==> config.mk <==
export PLATFORM = sky130hd
export DESIGN_NAME = msx_bus_initiator
export DESIGN_NICKNAME = d
export VERILOG_FILES = /design/src/rtl/msx_bus_initiator.sv
export SDC_FILE = /design/constraint.sdc
export NUM_CORES = 1
export LEC_CHECK = 0
export ABC_AREA = 0
export CAP_MARGIN = 20
export CELL_PAD_IN_SITES_DETAIL_PLACEMENT = 1
export CELL_PAD_IN_SITES_GLOBAL_PLACEMENT = 2
export CORE_AREA = 5 5 111 113
export DETAILED_ROUTE_END_ITERATION = 12
export DIE_AREA = 0 0 116 118
export GPL_TIMING_DRIVEN = 0
export HOLD_SLACK_MARGIN = 0.02
export PLACE_DENSITY = 0.79
export SLEW_MARGIN = 20
export SYNTH_ARGS = -nofsm -noshare
export SYNTH_HDL_FRONTEND = slang
export SYNTH_SLANG_ARGS = --single-unit
==> constraint.sdc <==
create_clock -name clk -period 2.1 [get_ports clk]
set_input_delay 0.315 -clock clk [delete_from_list [all_inputs] [get_ports clk]]
set_output_delay 0.315 -clock clk [all_outputs]
set_load 0.05 [all_outputs]
==> src/rtl/msx_bus_initiator.sv <==
// MSX cartridge-slot bus master: issues one memory or I/O read/write cycle per request,
// with setup/strobe/hold timing, wait-state stretching and a wait timeout.
module msx_bus_initiator #(
  parameter int unsigned T_SETUP  = 1,
  parameter int unsigned T_STROBE = 2,
  parameter int unsigned T_HOLD   = 1,
  parameter int unsigned MAX_WAIT = 255
) (
  input  logic        clk,
  input  logic        reset,
  input  logic        req,
  input  logic        req_we,
  input  logic        req_io,
  input  logic [15:0] req_addr,
  input  logic [7:0]  req_wdata,
  output logic        busy,
  output logic        ack,
  output logic        err,
  output logic [7:0]  rdata,
  output logic [15:0] addr,
  output logic [7:0]  dout,
  output logic        dout_oe,
  input  logic [7:0]  din,
  output logic        sltsl_n,
  output logic        merq_n,
  output logic        iorq_n,
  output logic        rd_n,
  output logic        wr_n,
  output logic        m1_n,
  input  logic        wait_n
);

  localparam int unsigned CntW  = 8;
  localparam int unsigned WaitW = $clog2(MAX_WAIT + 1);
  localparam logic [CntW-1:0]  CntOne  = CntW'(1);
  localparam logic [WaitW-1:0] WaitOne = WaitW'(1);
  localparam logic [WaitW-1:0] WaitMax = WaitW'(MAX_WAIT);

  localparam logic [2:0] StIdle   = 3'd0;
  localparam logic [2:0] StSetup  = 3'd1;
  localparam logic [2:0] StStrobe = 3'd2;
  localparam logic [2:0] StHold   = 3'd3;
  localparam logic [2:0] StDone   = 3'd4;

  logic [2:0]       state_q, state_d;
  logic [CntW-1:0]  cnt_q, cnt_d;
  logic [WaitW-1:0] wcnt_q, wcnt_d;
  logic             to_q, to_d;
  logic             we_q, we_d;
  logic             io_q, io_d;
  logic [15:0]      addr_q, addr_d;
  logic [7:0]       dout_q, dout_d;
  logic [7:0]       rdata_q, rdata_d;

  logic busy_q, ack_q, err_q, oe_q;
  logic sltsl_n_q, merq_n_q, iorq_n_q, rd_n_q, wr_n_q;
  logic busy_d, ack_d, err_d, oe_d;
  logic sltsl_n_d, merq_n_d, iorq_n_d, rd_n_d, wr_n_d;
  logic strobe_exit, active, strobing;

  always_comb begin
    state_d     = state_q;
    cnt_d       = cnt_q;
    wcnt_d      = wcnt_q;
    to_d        = to_q;
    we_d        = we_q;
    io_d        = io_q;
    addr_d      = addr_q;
    dout_d      = dout_q;
    rdata_d     = rdata_q;
    strobe_exit = 1'b0;
    unique case (state_q)
      StIdle, StDone: begin
        state_d = StIdle;
        if (req) begin
          state_d = StSetup;
          cnt_d   = CntW'(T_SETUP);
          wcnt_d  = '0;
          to_d    = 1'b0;
          we_d    = req_we;
          io_d    = req_io;
          addr_d  = req_addr;
          if (req_we) dout_d = req_wdata;
        end
      end
      StSetup: begin
        if (cnt_q <= CntOne) begin
          state_d = StStrobe;
          cnt_d   = CntW'(T_STROBE);
        end else begin
          cnt_d = cnt_q - CntOne;
        end
      end
      StStrobe: begin
        if (cnt_q > CntOne) begin
          cnt_d = cnt_q - CntOne;
        end else if (wait_n) begin
          strobe_exit = 1'b1;
        end else if (wcnt_q == WaitMax) begin
          strobe_exit = 1'b1;
          to_d        = 1'b1;
        end else begin
          wcnt_d = wcnt_q + WaitOne;
        end
        if (strobe_exit) begin
          state_d = StHold;
          cnt_d   = CntW'(T_HOLD);
          // A timed-out cycle never produced valid data, so report the idle-bus value.
          if (to_d)       rdata_d = 8'hFF;
          else if (!we_q) rdata_d = din;
        end
      end
      StHold: begin
        if (cnt_q <= CntOne) state_d = StDone;
        else                 cnt_d   = cnt_q - CntOne;
      end
      default: state_d = StIdle;
    endcase
  end

  // Bus outputs are decoded from the next state so they come straight from flops.
  always_comb begin
    active    = (state_d == StSetup) || (state_d == StStrobe) || (state_d == StHold);
    strobing  = (state_d == StStrobe);
    busy_d    = active;
    ack_d     = (state_d == StDone);
    err_d     = (state_d == StDone) && to_d;
    oe_d      = active && we_d;
    sltsl_n_d = !(active && !io_d);
    merq_n_d  = !(active && !io_d);
    iorq_n_d  = !(strobing && io_d);
    rd_n_d    = !(strobing && !we_d);
    wr_n_d    = !(strobing && we_d);
  end

  always_ff @(posedge clk) begin
    if (reset) begin
      state_q   <= StIdle;
      cnt_q     <= '0;
      wcnt_q    <= '0;
      to_q      <= 1'b0;
      we_q      <= 1'b0;
      io_q      <= 1'b0;
      addr_q    <= '0;
      dout_q    <= '0;
      rdata_q   <= 8'hFF;
      busy_q    <= 1'b0;
      ack_q     <= 1'b0;
      err_q     <= 1'b0;
      oe_q      <= 1'b0;
      sltsl_n_q <= 1'b1;
      merq_n_q  <= 1'b1;
      iorq_n_q  <= 1'b1;
      rd_n_q    <= 1'b1;
      wr_n_q    <= 1'b1;
    end else begin
      state_q   <= state_d;
      cnt_q     <= cnt_d;
      wcnt_q    <= wcnt_d;
      to_q      <= to_d;
      we_q      <= we_d;
      io_q      <= io_d;
      addr_q    <= addr_d;
      dout_q    <= dout_d;
      rdata_q   <= rdata_d;
      busy_q    <= busy_d;
      ack_q     <= ack_d;
      err_q     <= err_d;
      oe_q      <= oe_d;
      sltsl_n_q <= sltsl_n_d;
      merq_n_q  <= merq_n_d;
      iorq_n_q  <= iorq_n_d;
      rd_n_q    <= rd_n_d;
      wr_n_q    <= wr_n_d;
    end
  end

  assign busy    = busy_q;
  assign ack     = ack_q;
  assign err     = err_q;
  assign rdata   = rdata_q;
  assign addr    = addr_q;
  assign dout    = dout_q;
  assign dout_oe = oe_q;
  assign sltsl_n = sltsl_n_q;
  assign merq_n  = merq_n_q;
  assign iorq_n  = iorq_n_q;
  assign rd_n    = rd_n_q;
  assign wr_n    = wr_n_q;
  assign m1_n    = 1'b1;

endmodule
=== Yosys cells after proc, flatten, opt, wreduce, memory -nomap -nowiden ===
Index checks and enable logic that the tools add are counted.

* Output and inout bits: 42
* Bits of input ports: 38
* Register bits: 62

* Magnitude comparators: 2
* $add $sub $neg: 2
* Multiplexer cells: 32
* Eq/ne operators: 16
* Reduce and logical (&&, ||, !) cells: 23

{| class="wikitable"
|+ Operators by type and width
! operator !! number
|-
| 8-bit two-way mux || 11
|-
| 8-bit case mux with 4 select lines || 1
|-
| 8-bit case mux with 2 select lines || 1
|-
| 1-bit two-way mux || 14
|-
| 3-bit by 2-bit equality test with 1-bit output, second input constant || 4
|-
| 3-bit case mux with 4 select lines || 1
|-
| 2-bit inequality test, second input constant || 5
|-
| 3-bit two-way mux || 3
|-
| 8-bit by 1-bit adder with 8-bit output, second input constant || 1
|-
| 8-bit equality test, second input constant || 1
|-
| 8-bit by 1-bit greater-than comparator with 1-bit output, second input constant || 1
|-
| 8-bit by 1-bit less-or-equal comparator with 1-bit output, second input constant || 1
|-
| 8-bit by 1-bit subtractor with 8-bit output, second input constant || 1
|-
| 3-bit by 1-bit equality test with 1-bit output, second input constant || 2
|-
| 3-bit equality test, second input constant || 2
|-
| 1-bit logical AND || 6
|-
| 1-bit logical NOT || 6
|-
| 3-bit AND reduction || 2
|-
| 5-bit AND reduction || 1
|-
| 4-bit AND reduction || 1
|-
| 4-bit nonzero test || 1
|-
| 3-bit logical NOT || 1
|-
| 3-bit inequality test, second input constant || 1
|-
| 1-bit logical OR || 2
|-
| other kinds (5) || 5
|}

=== Depth between registers and ports, before layout ===
Gate-level depths: netlist (run 1).

* Depth in word-level cells: 12
* Depth in mapped cells: 8
* Depth with buffers taken out: 7

=== Least setup slack after synthesis (run 1) ===
No wires, ideal clock.

* Kind: reg2reg
* Start: reg cnt_q[2]
* End: reg wcnt_q[5]
* Period minus slack after synthesis: 2.170 ns
* Stages on the path, launching flop included: 7
* Setup slack: -0.070 ns
* Arrival time: 2.100 ns
* Cells stage by stage: dfxtp_1 buf_6 or4_4 nor4_4 a21oi_2 or4_1 a21oi_1

* Longest elaborated chain between the ends: 3

{| class="wikitable"
|+ Ends and longest elaborated chain
! what !! line !! text
|-
| start: declaration || 46 || <nowiki>logic [CntW-1:0] cnt_q, cnt_d;</nowiki>
|-
| start signal: assignment || 158 || <nowiki>cnt_q <= cnt_d;</nowiki>
|-
| 8-bit by 1-bit greater-than comparator with 1-bit output || 95 || <nowiki>if (cnt_q > CntOne) begin</nowiki>
|-
| 2-bit inequality test (no source line) || - ||
|-
| 5-bit AND reduction (no source line) || - ||
|-
| end signal: assignment || 159 || <nowiki>wcnt_q <= wcnt_d;</nowiki>
|-
| end: declaration || 47 || <nowiki>logic [WaitW-1:0] wcnt_q, wcnt_d;</nowiki>
|}

Every way passes these cells.
A chain may end at the register's enable or synchronous reset.

=== Worst setup path after layout (run 1) ===
* Start: reg cnt_q[3]
* End: reg wcnt_q[5]

The elaborated chain is that of the path after synthesis.

==> results of run 1 <==
[worst max-delay path: stages (launching register included)]
cell and delay [ps]:
dfxtp_4 360, or4_4 540, nor4_4 390, a21oi_4 120
or4_4 530, a21oi_2 120
[sequential cells by signal, summed over array words and instances (netlist names)]
name	flops
ack	1
addr	16
busy	1
cnt_q	8
dout	8
dout_oe	1
err	1
io_q	1
iorq_n	1
merq_n	1
rd_n	1
rdata	8
state_q	3
to_q	1
wcnt_q	8
we_q	1
wr_n	1
[through the flow]
stage | hold WS (ps) | worst slack, ps
floorplan | 438 | 25.1
global placement | 443 | -380
detailed placement | 447 | -398
CTS | 224 | -12.5
global route | 213 | -139
finish | 218 | -14.0
[cells by family after synthesis]
logic type	Yosys count	synth area share
AND/OR/NAND/NOR	142	0.271
AO/OA/AOI/OAI	68	0.171
flip-flops	62	0.472
buffers and inverters	24	0.0537
XOR/XNOR	4	0.0133
adder cells (fa/ha/maj)	3	0.0143
other	1	0.00143
multiplexers	1	0.00380
[how the worst max path moves through the flow]
stage	slack (ps)	startpoint	cells past startpoint	endpoint
finish	-10	cnt_q[3]	5	wcnt_q[5]
global route	-140	cnt_q[5]	7	rdata[2]
CTS	-10	cnt_q[5]	5	wcnt_q[5]
detailed placement	-400	cnt_q[2]	6	cnt_q[7]
global placement	-380	cnt_q[2]	6	cnt_q[2]
floorplan	30	cnt_q[2]	6	cnt_q[3]
[cells in the mapped netlist (2+ instances only)]
| cell | instances |
|---|---|
| nand2b_1 | 12 |
| buf_6 | 4 |
| nor3_1 | 5 |
| a311oi_2 | 2 |
| a21oi_1 | 33 |
| a311oi_1 | 4 |
| ha_1 | 3 |
| nand3_1 | 11 |
| or4_1 | 3 |
| o22ai_1 | 8 |
| or2_2 | 2 |
| o311ai_0 | 2 |
| nor4_4 | 2 |
| clkbuf_1 | 10 |
| o31ai_1 | 4 |
| xor2_1 | 3 |
| nand4_1 | 6 |
| nand2_1 | 69 |
| inv_1 | 6 |
| nor2_1 | 14 |
| nor3b_1 | 3 |
| dfxtp_1 | 62 |
| buf_4 | 3 |
| a31oi_1 | 6 |
| and2_1 | 4 |
| nor2b_1 | 2 |
[area by class of cell]
class,count,area share
timing repair buffer,94,0.217
clock inverter,4,0.0114
inverter,6,0.00540
clock buffer,11,0.0582
buffer,17,0.0276
sequential,62,0.299
multi-input combinational,219,0.338
tap,143,0.0429
[power by group through the flow]
stage                     Sequential, mW  Clock, mW  Combinational (mW)
after floorplan                     1.90          0                1.07
after global routing                1.52       1.57                2.77
final                               1.49       1.46                2.58
after detailed placement            1.52          0                2.09
after global placement              1.51          0                2.07
after CTS                           1.49       1.51                2.39
[routing by layer]
metal	wire length, um	share of wire	track usage	up-vias
met5	0	0	0	-
met3	376	0.044	0.0386	12
li1	-	-	-	1290
met4	119	0.014	0.0377	0
met1	3630	0.43	0.150	1254
met2	4340	0.51	0.217	39
[repair_timing]
| item | 4_1_cts | 5_1_grt |
|---|---|---|
| pin swaps | 8 | 10 |
| resized for setup | 14 | 23 |
| cloned | 0 | 0 |
| setup buffers | 11 | 6 |
| hold buffers | 0 | 0 |
| setup endpoints to repair | 24 | 34 |
==> metrics.txt, run 1 <==
r2r endpoint wcnt_q[5]; dpl hpwl around 6 mm; CTS tree done; failing checks negative setup slack; overall routing resource usage 0.127; hold path cells 2; buffer levels on the longest clock path 2; largest cells by area after synthesis dfxtp_1 (47%), nand2_1 (9.8%), a21oi_1 (6.3%); worst-path fanout max 5; initial DRC count 84; # fillers around 1,300; Final setup viols 1; Yosys reg bits slightly above 60; Layout Cells excl Fill around 560; Worst setup SP type register; Max IR drop VDD roughly 0.45 mV; crit path kind reg -> reg; syn nets between 300 and 400; P&R area growth vs syn 58.6%; critical path arrival ~2400 ps; Final Hold Viols 0; H-tree depth 3; mean number of vias per cell approximately 4.7; ys async rst share 0; Hold Crit Endpoint to_q; total grt overflow 0; Syn Std Cell Area roughly 2600 um^2; Slew Limit Fails 0; share of cells above drive strength 1 0.191; reg2reg start cnt_q[3]; I/O Buffers 77; post-layout util 0.372; final WL ~8.5 mm; maxcap violations 0; actual slew at the worst max-slew pin 703 ps; Die Ht between 100 and 150 um; P_int roughly 3.4 mW; Pleak between 1 and 1.5 nW; Final nets 450; Design Area, Final 4170 um^2; sequential share of the synthesized area 0.472; PwrDens around 1300 nW/um^2; post-route clock period utilization 1.01; Post-route DRC 0; first drt pass iteration count 4; root buffer cell clkbuf_16; beginning of the worst hold path reset; share of Yosys cell area claimed by the top area cell type 0.472; commonest non-fill, non-tap cell in the layout clkdlybuf4s50_1; multi-input combinational cell area roughly 1400 um^2; cell taking the most area after synthesis dfxtp_1; via count between 2,000 and 3,000; first-pass GRT wire length 13.7 mm; Placed Cells about 530; Num CTS Buffers 9; Cell variety after synth between 40 and 50; sequential cell area 1250 um^2; final setup margin -14.0 ps; most frequent cells in the layout clkdlybuf4s50_1 (77), nand2_1 (68), dfxtp_1 (59); post-DR wirelength/cell roughly 15 um; syn_area_per_cell roughly 8.6 um^2; GP Congestion approximately 0.75; Reg2Reg Depth 5; R2R Setup Slk -10 ps; Comb power frac 0.466; clock share of power 0.264; ys flop type dfxtp_1; RSZ-0062 raised after global routing true; number of nets with antenna violations after routing 0; largest net degree at the start of global routing 11; Post-synth EDFFs 0; vias in the first global route 2,712; Crit. End Element register; FP Rows 39; Synth Warn # 0; post-route clock skew just over 5 ps; Reg clk slew, reported paths ~50 ps; core box area roughly 11,000 um^2; Post-Syn Instances roughly 310; die width around 120 um; Crit path required time around 2400 ps; total power ~5.5 mW; initial core utilization 0.234; Flop pwr share 0.270; diode count 0; Area after DPL 3580 um^2; die area approximately 14,000 um^2; min Tclk post-route approximately 2100 ps; # clock sinks 62; number of I/O pins 80; initial antenna violation count 0; status finished, violations left; switching power 2.15 mW; Max-slew headroom 0.531; Worst-Skew Late Latency around 320 ps; f_max between 400 and 500 MHz; HP Class in -> reg; setup TNS -14.0 ps; net switching share of the total power 0.389
Note: power is estimated with default switching activity, not from simulation.
==> run 2, diff against run 1 <==
--- a/config.mk
+++ b/config.mk
@@ -16,4 +16,5 @@
 export HOLD_SLACK_MARGIN = 0.02
 export PLACE_DENSITY = 0.79
+export SETUP_SLACK_MARGIN = 0.05
 export SLEW_MARGIN = 20
 export SYNTH_ARGS = -nofsm -noshare
==> constraint.sdc (replaced) <==
create_clock -name clk -period 2.1 [get_ports clk]
set_input_delay 0.42 -clock clk [delete_from_list [all_inputs] [get_ports clk]]
set_output_delay 0.42 -clock clk [all_outputs]
set_load 0.05 [all_outputs]
==> run 2 against run 1 <==
  * The flow still finishes with violations (negative setup slack)
  * Via count up 1.2%
  * Hold slack better by 98 ps
  * Maximum frequency down 2.0%
  * Final cell count up 0.36%
  * Clock skew up 1.2 ps
  * Combinational power up 11%
  * Final area up 1.3%
  * Sequential power about the same
  * First-iteration DRC count up 23%
  * Power up 9.1%
  * Routed wire length up 5.0%
  * Die area unchanged
  * Largest cell class unchanged
==> metrics.txt, run 2 (synthesis results as in run 1) <==
FP Rows 39 (unchanged); min Tclk post-route 2160 ps (was 2110 ps); maxcap violations 0 (unchanged); Post-route DRC 0 (unchanged); H-tree depth 3 (unchanged); P&R area growth vs syn 60.7% (was 58.6%); overall routing resource usage 0.132 (was 0.127); commonest non-fill, non-tap cell in the layout clkdlybuf4s50_1 (unchanged); worst-path fanout max 6 (was 5); Worst setup SP type register (unchanged); post-DR wirelength/cell 15.9 um (was 15.2 um); HP Class in -> reg (unchanged); hold path cells 2 (unchanged); initial antenna violation count 0 (unchanged); # clock sinks 62 (unchanged); vias in the first global route 2,734 (was 2,712); Crit path depth 9 (was 5); crit path kind reg -> reg (unchanged); via count 2,626 (was 2,595); Reg clk slew, reported paths 60 ps (was 50 ps); Die Ht 118 um (unchanged); initial DRC count 103 (was 84); RSZ-0062 raised after global routing true (unchanged); core box area 11,200 um^2 (unchanged); Pleak 1.53 nW (was 1.49 nW); die area 13,700 um^2 (unchanged); status finished, violations left (unchanged); PwrDens 1430 nW/um^2 (was 1320 nW/um^2); CTS tree done (unchanged); number of I/O pins 80 (unchanged); Crit. End Element register (unchanged); cell repeated most along the worst path buf_6 (was or4_4); buffer levels on the longest clock path 2 (unchanged); I/O Buffers 77 (unchanged); Final nets 451 (was 450); post-layout util 0.377 (was 0.372); first drt pass iteration count 4 (unchanged); final setup margin -58.1 ps (was -14.0 ps); GP Congestion 0.789 (was 0.751); max FFs per register 16 (unchanged); most frequent cells in the layout clkdlybuf4s50_1 (77), nand2_1 (68), dfxtp_1 (59) (unchanged); root buffer cell clkbuf_16 (unchanged); mean number of vias per cell 4.71 (was 4.67); Slew Limit Fails 0 (unchanged); Num CTS Buffers 9 (unchanged); share of cells above drive strength 1 0.202 (was 0.191); Crit path required time 2330 ps (was 2360 ps); initial core utilization 0.234 (unchanged); CP Cell Sequence buf_6 -> nor4_4 -> buf_4 -> buf_6 -> buf_6 -> nand3_4 -> a311oi_4 -> nand2_2 -> a311oi_1 (was or4_4 -> nor4_4 -> a21oi_4 -> or4_4 -> a21oi_2); number of nets with antenna violations after routing 0 (unchanged); dpl hpwl 6.15 mm (was 5.98 mm); final WL 8.89 mm (was 8.47 mm); diode count 0 (unchanged); Max-slew headroom 0.530 (was 0.531); CP top delay family compound AO/OA/AOI/OAI gates (was simple AND/OR/NAND/NOR gates); Slowest cell on crit path a311oi_4 (was or4_4); worst path bufs/invs 4 (was 0); largest net degree at the start of global routing 14 (was 11); post-route clock period utilization 1.03 (was 1.01); f_max 463 MHz (was 473 MHz); post-route clock skew 6.34 ps (was 5.15 ps); Worst-Skew Late Latency 340 ps (was 320 ps); critical path arrival 2390 ps (was 2380 ps); actual slew at the worst max-slew pin 704 ps (was 703 ps); max incr delay on CP 380 ps (was 540 ps); failing checks negative setup slack (unchanged); die width 116 um (unchanged); Final setup viols 13 (was 1); Final Hold Viols 0 (unchanged); total power 6.03 mW (was 5.53 mW); total grt overflow 0 (unchanged); Setup WS pre-CTS -355 ps (was -398 ps); Reg2Reg Depth 9 (was 5); Max IR drop VDD 0.607 mV (was 0.445 mV); first-pass GRT wire length 14.1 mm (was 13.7 mm)
run 2: layer usage:
layer,share of wire,GRT usage,vias up
met3,0.051,0.0478,9
met4,0.013,0.0377,0
met1,0.40,0.147,1289
li1,-,-,1281
met5,0,0,-
met2,0.54,0.231,47
run 2: timing repair:
item | in CTS | in global routing
endpoints found under the setup margin | 32 | 32
gates resized for setup | 16 | 23
gates cloned | 0 | 0
hold endpoints to repair | 0 | 0
buffers inserted | 9 | 11
hold buffers | 0 | 0
pin swaps | 7 | 18
run 2: path summary, 6_finish.rpt:
path	from	end	slack, ps
max	cnt_q[2]	cnt_q[2]	-60
max reg2reg	cnt_q[2]	cnt_q[2]	-60
min	reset	to_q	320
min reg2reg	dout[0]	dout[0]	460
run 2: final cells by class:
type                    count  area (um^2)
inverters                   6         22.5
clock buffers               9          225
repair buffers             97          940
flip-flops and latches     62         1250
plain buffers              15          101
fillers                  1298         7000
multi-input cells         219         1410
clock inverters             7          105
well taps                 143          179
run 2: power breakdown:
group          leakage, nW  internal, mW  switching, mW
logic                0.861          1.26           1.60
clock network        0.159          1.06          0.611
registers            0.507          1.37          0.133
run 2: per-stage QoR:
stage	TNS, ps	hold WS (ps)	cell area [um^2]	instances
6_report	-265	316	4230	558
5_1_grt	-2020	312	4230	558
4_1_cts	-544	311	4070	549
3_5_place_dp	-10220	450	3600	525
3_3_place_gp	-8360	442	3600	525
2_1_floorplan	0	438	2650	305
==> run 3, diff against run 2 <==
- CORE_AREA: 5 5 111 113 -> 5 5 97 99
- DIE_AREA: 0 0 116 118 -> 0 0 102 104
- DONT_BUFFER_PORTS: unset -> 1
- PLACE_DENSITY: 0.79 -> 0.77
==> run 3 against run 2 <==
  * The run still ends with negative setup slack left
  * Clock power is 28% lower
  * Sequential share of layout area increased by 8.8 points
  * Clock-buffer cell count stayed put
  * Routed wire length down 15%
  * Core utilization grew 0.82 points
  * Largest cell class unchanged
==> metrics.txt, run 3 (synthesis results as in run 1) <==
RSZ-0062 raised after global routing true (unchanged); largest net degree at the start of global routing 14 (unchanged); maxcap violations 0 (unchanged); final setup margin -0.459 ps (was -58.1 ps); critical path arrival 2370 ps (was 2390 ps); # fillers 993 (was 1,298); root buffer cell clkbuf_8 (was clkbuf_16); die width 102 um (was 116 um); core box area 8470 um^2 (was 11,200 um^2); total power 4.84 mW (was 6.03 mW); post-route clock skew 14.9 ps (was 6.34 ps); grt met1 use 0.175 (was 0.147); f_max 476 MHz (was 463 MHz); HP Class in -> reg (unchanged); GP Congestion 0.729 (was 0.789); Max-slew headroom 0.590 (was 0.530); Die Ht 104 um (was 118 um); grt met3 use 0.0476 (was 0.0478); crit path kind reg -> reg (unchanged); FP Rows 34 (was 39); min Tclk post-route 2100 ps (was 2160 ps); diode count 0 (unchanged); Reg2Reg Depth 5 (was 9); Critical Path Source cnt_q[5] (was cnt_q[2]); commonest non-fill, non-tap cell in the layout nand2_1 (was clkdlybuf4s50_1); Pleak 1.17 nW (was 1.53 nW); worst-path fanout max 5 (was 6); CTS tree done (unchanged); Layout Cells excl Fill 441 (was 558); post-route clock period utilization 1.00 (was 1.03); initial antenna violation count 0 (unchanged); Final nets 369 (was 451); failing checks negative setup slack (unchanged); Reg clk slew, reported paths 90 ps (was 60 ps); GR peak layer met2 (unchanged); first-pass GRT wire length 12.2 mm (was 14.1 mm); initial core utilization 0.311 (was 0.234); Placed Cells 413 (was 525); setup TNS -0.459 ps (was -265 ps); I/O Buffers 0 (was 77); Post-route DRC 0 (unchanged); vias in the first global route 2,362 (was 2,734); Slew Limit Fails 0 (unchanged); buffer levels on the longest clock path 2 (unchanged); P&R area growth vs syn 23.8% (was 60.7%); die area 10,600 um^2 (was 13,700 um^2); met2 Resource Use GR 0.244 (was 0.231); overall routing resource usage 0.146 (was 0.132); r2r endpoint wcnt_q[7] (was cnt_q[2]); Final Hold Viols 0 (unchanged); Num CTS Buffers 9 (unchanged); final WL 7.54 mm (was 8.89 mm); PwrDens 1480 nW/um^2 (was 1430 nW/um^2); max FFs per register 16 (unchanged); crit path to wcnt_q[7] (was cnt_q[2]); H-tree depth 3 (unchanged); number of I/O pins 80 (unchanged); status finished, violations left (unchanged); dpl hpwl 5.33 mm (was 6.15 mm); total grt overflow 0 (unchanged); mean number of vias per cell 5.13 (was 4.71); actual slew at the worst max-slew pin 615 ps (was 704 ps); hold path cells 2 (unchanged); R2R Setup Slk -0.5 ps (was -60 ps); Post-CTS Hold Buffers 0 (unchanged); most frequent cells in the layout nand2_1 (68), dfxtp_1 (59), a21oi_1 (33) (was clkdlybuf4s50_1 (77), nand2_1 (68), dfxtp_1 (59)); Worst-Skew Late Latency 340 ps (about the same); number of nets with antenna violations after routing 0 (unchanged); post-layout util 0.385 (was 0.377); via count 2,261 (was 2,626); Crit path required time 2370 ps (was 2330 ps); # clock sinks 62 (unchanged); share of cells above drive strength 1 0.225 (was 0.202); first drt pass iteration count 4 (unchanged); reg2reg start cnt_q[5] (was cnt_q[2]); Max IR drop VDD 0.538 mV (was 0.607 mV); post-DR wirelength/cell 17.1 um (was 15.9 um); Final setup viols 1 (was 13); Crit. End Element register (unchanged); final hold slack 197 ps (was 316 ps); Worst setup SP type register (unchanged); initial DRC count 116 (was 103)
[run 3: changes by cell type in the layout (fill, tap and decap cells not counted), moves of 3 or more]
cell             delta
o22ai_2             +5
a21oi_2             -3
buf_4               -4
a21oi_1             +3
clkbuf_8            +9
clkbuf_16           -9
clkdlybuf4s50_1    -77
o22ai_1             -5
[run 3: how the worst min path moves through the flow]
stage / to / startpoint
after global routing: addr[1] / req_addr[1]
after global placement: to_q / to_q
final: addr[8] / req_addr[8]
after floorplan: to_q / to_q
after detailed placement: to_q / to_q
after CTS: addr[7] / req_addr[7]
[run 3: per-stage QoR]
stage | area [um^2] | setup slack [ps]
after CTS | 3110 | 13.5
after floorplan | 2650 | 56.5
final | 3260 | -0.459
after global placement | 2780 | -400
after global routing | 3260 | -89.0
after detailed placement | 2780 | -372
[run 3: final cells by class]
type                       instances  area, um^2  share of cell area
sequential                        62        1250               0.383
clock buffer                       9         124              0.0380
buffer                            16         113              0.0346
multi-input combinational        219        1400               0.430
clock inverter                     7         100              0.0307
inverter                           6        22.5             0.00691
tap                              108         135              0.0415
timing repair buffer              14         116              0.0357
[run 3: critical path, stage by stage, from the launching register on]
cell and delay, ps:
dfxtp_4 360, or4_4 560, nor4_4 350, a21oi_4 120, or4_1 490, a21oi_1 150
[run 3: report_power, final]
part	internal [mW]	total (mW)	switching, mW
Sequential	1.37	1.93	0.558
Clock	0.683	1.21	0.525
Combinational	0.729	1.70	0.974
[run 3: repair_timing]
item                                    4_1_cts  5_1_grt
endpoints found under the setup margin       25       24
resized for setup                            10       22
setup buffers                                 8        6
pin swaps                                     6        2
[run 3: routing by layer]
metal	share of wire	vias to the layer above
met5	0	-
met4	0.014	0
met3	0.046	8
met2	0.52	33
met1	0.42	1099
li1	-	1121
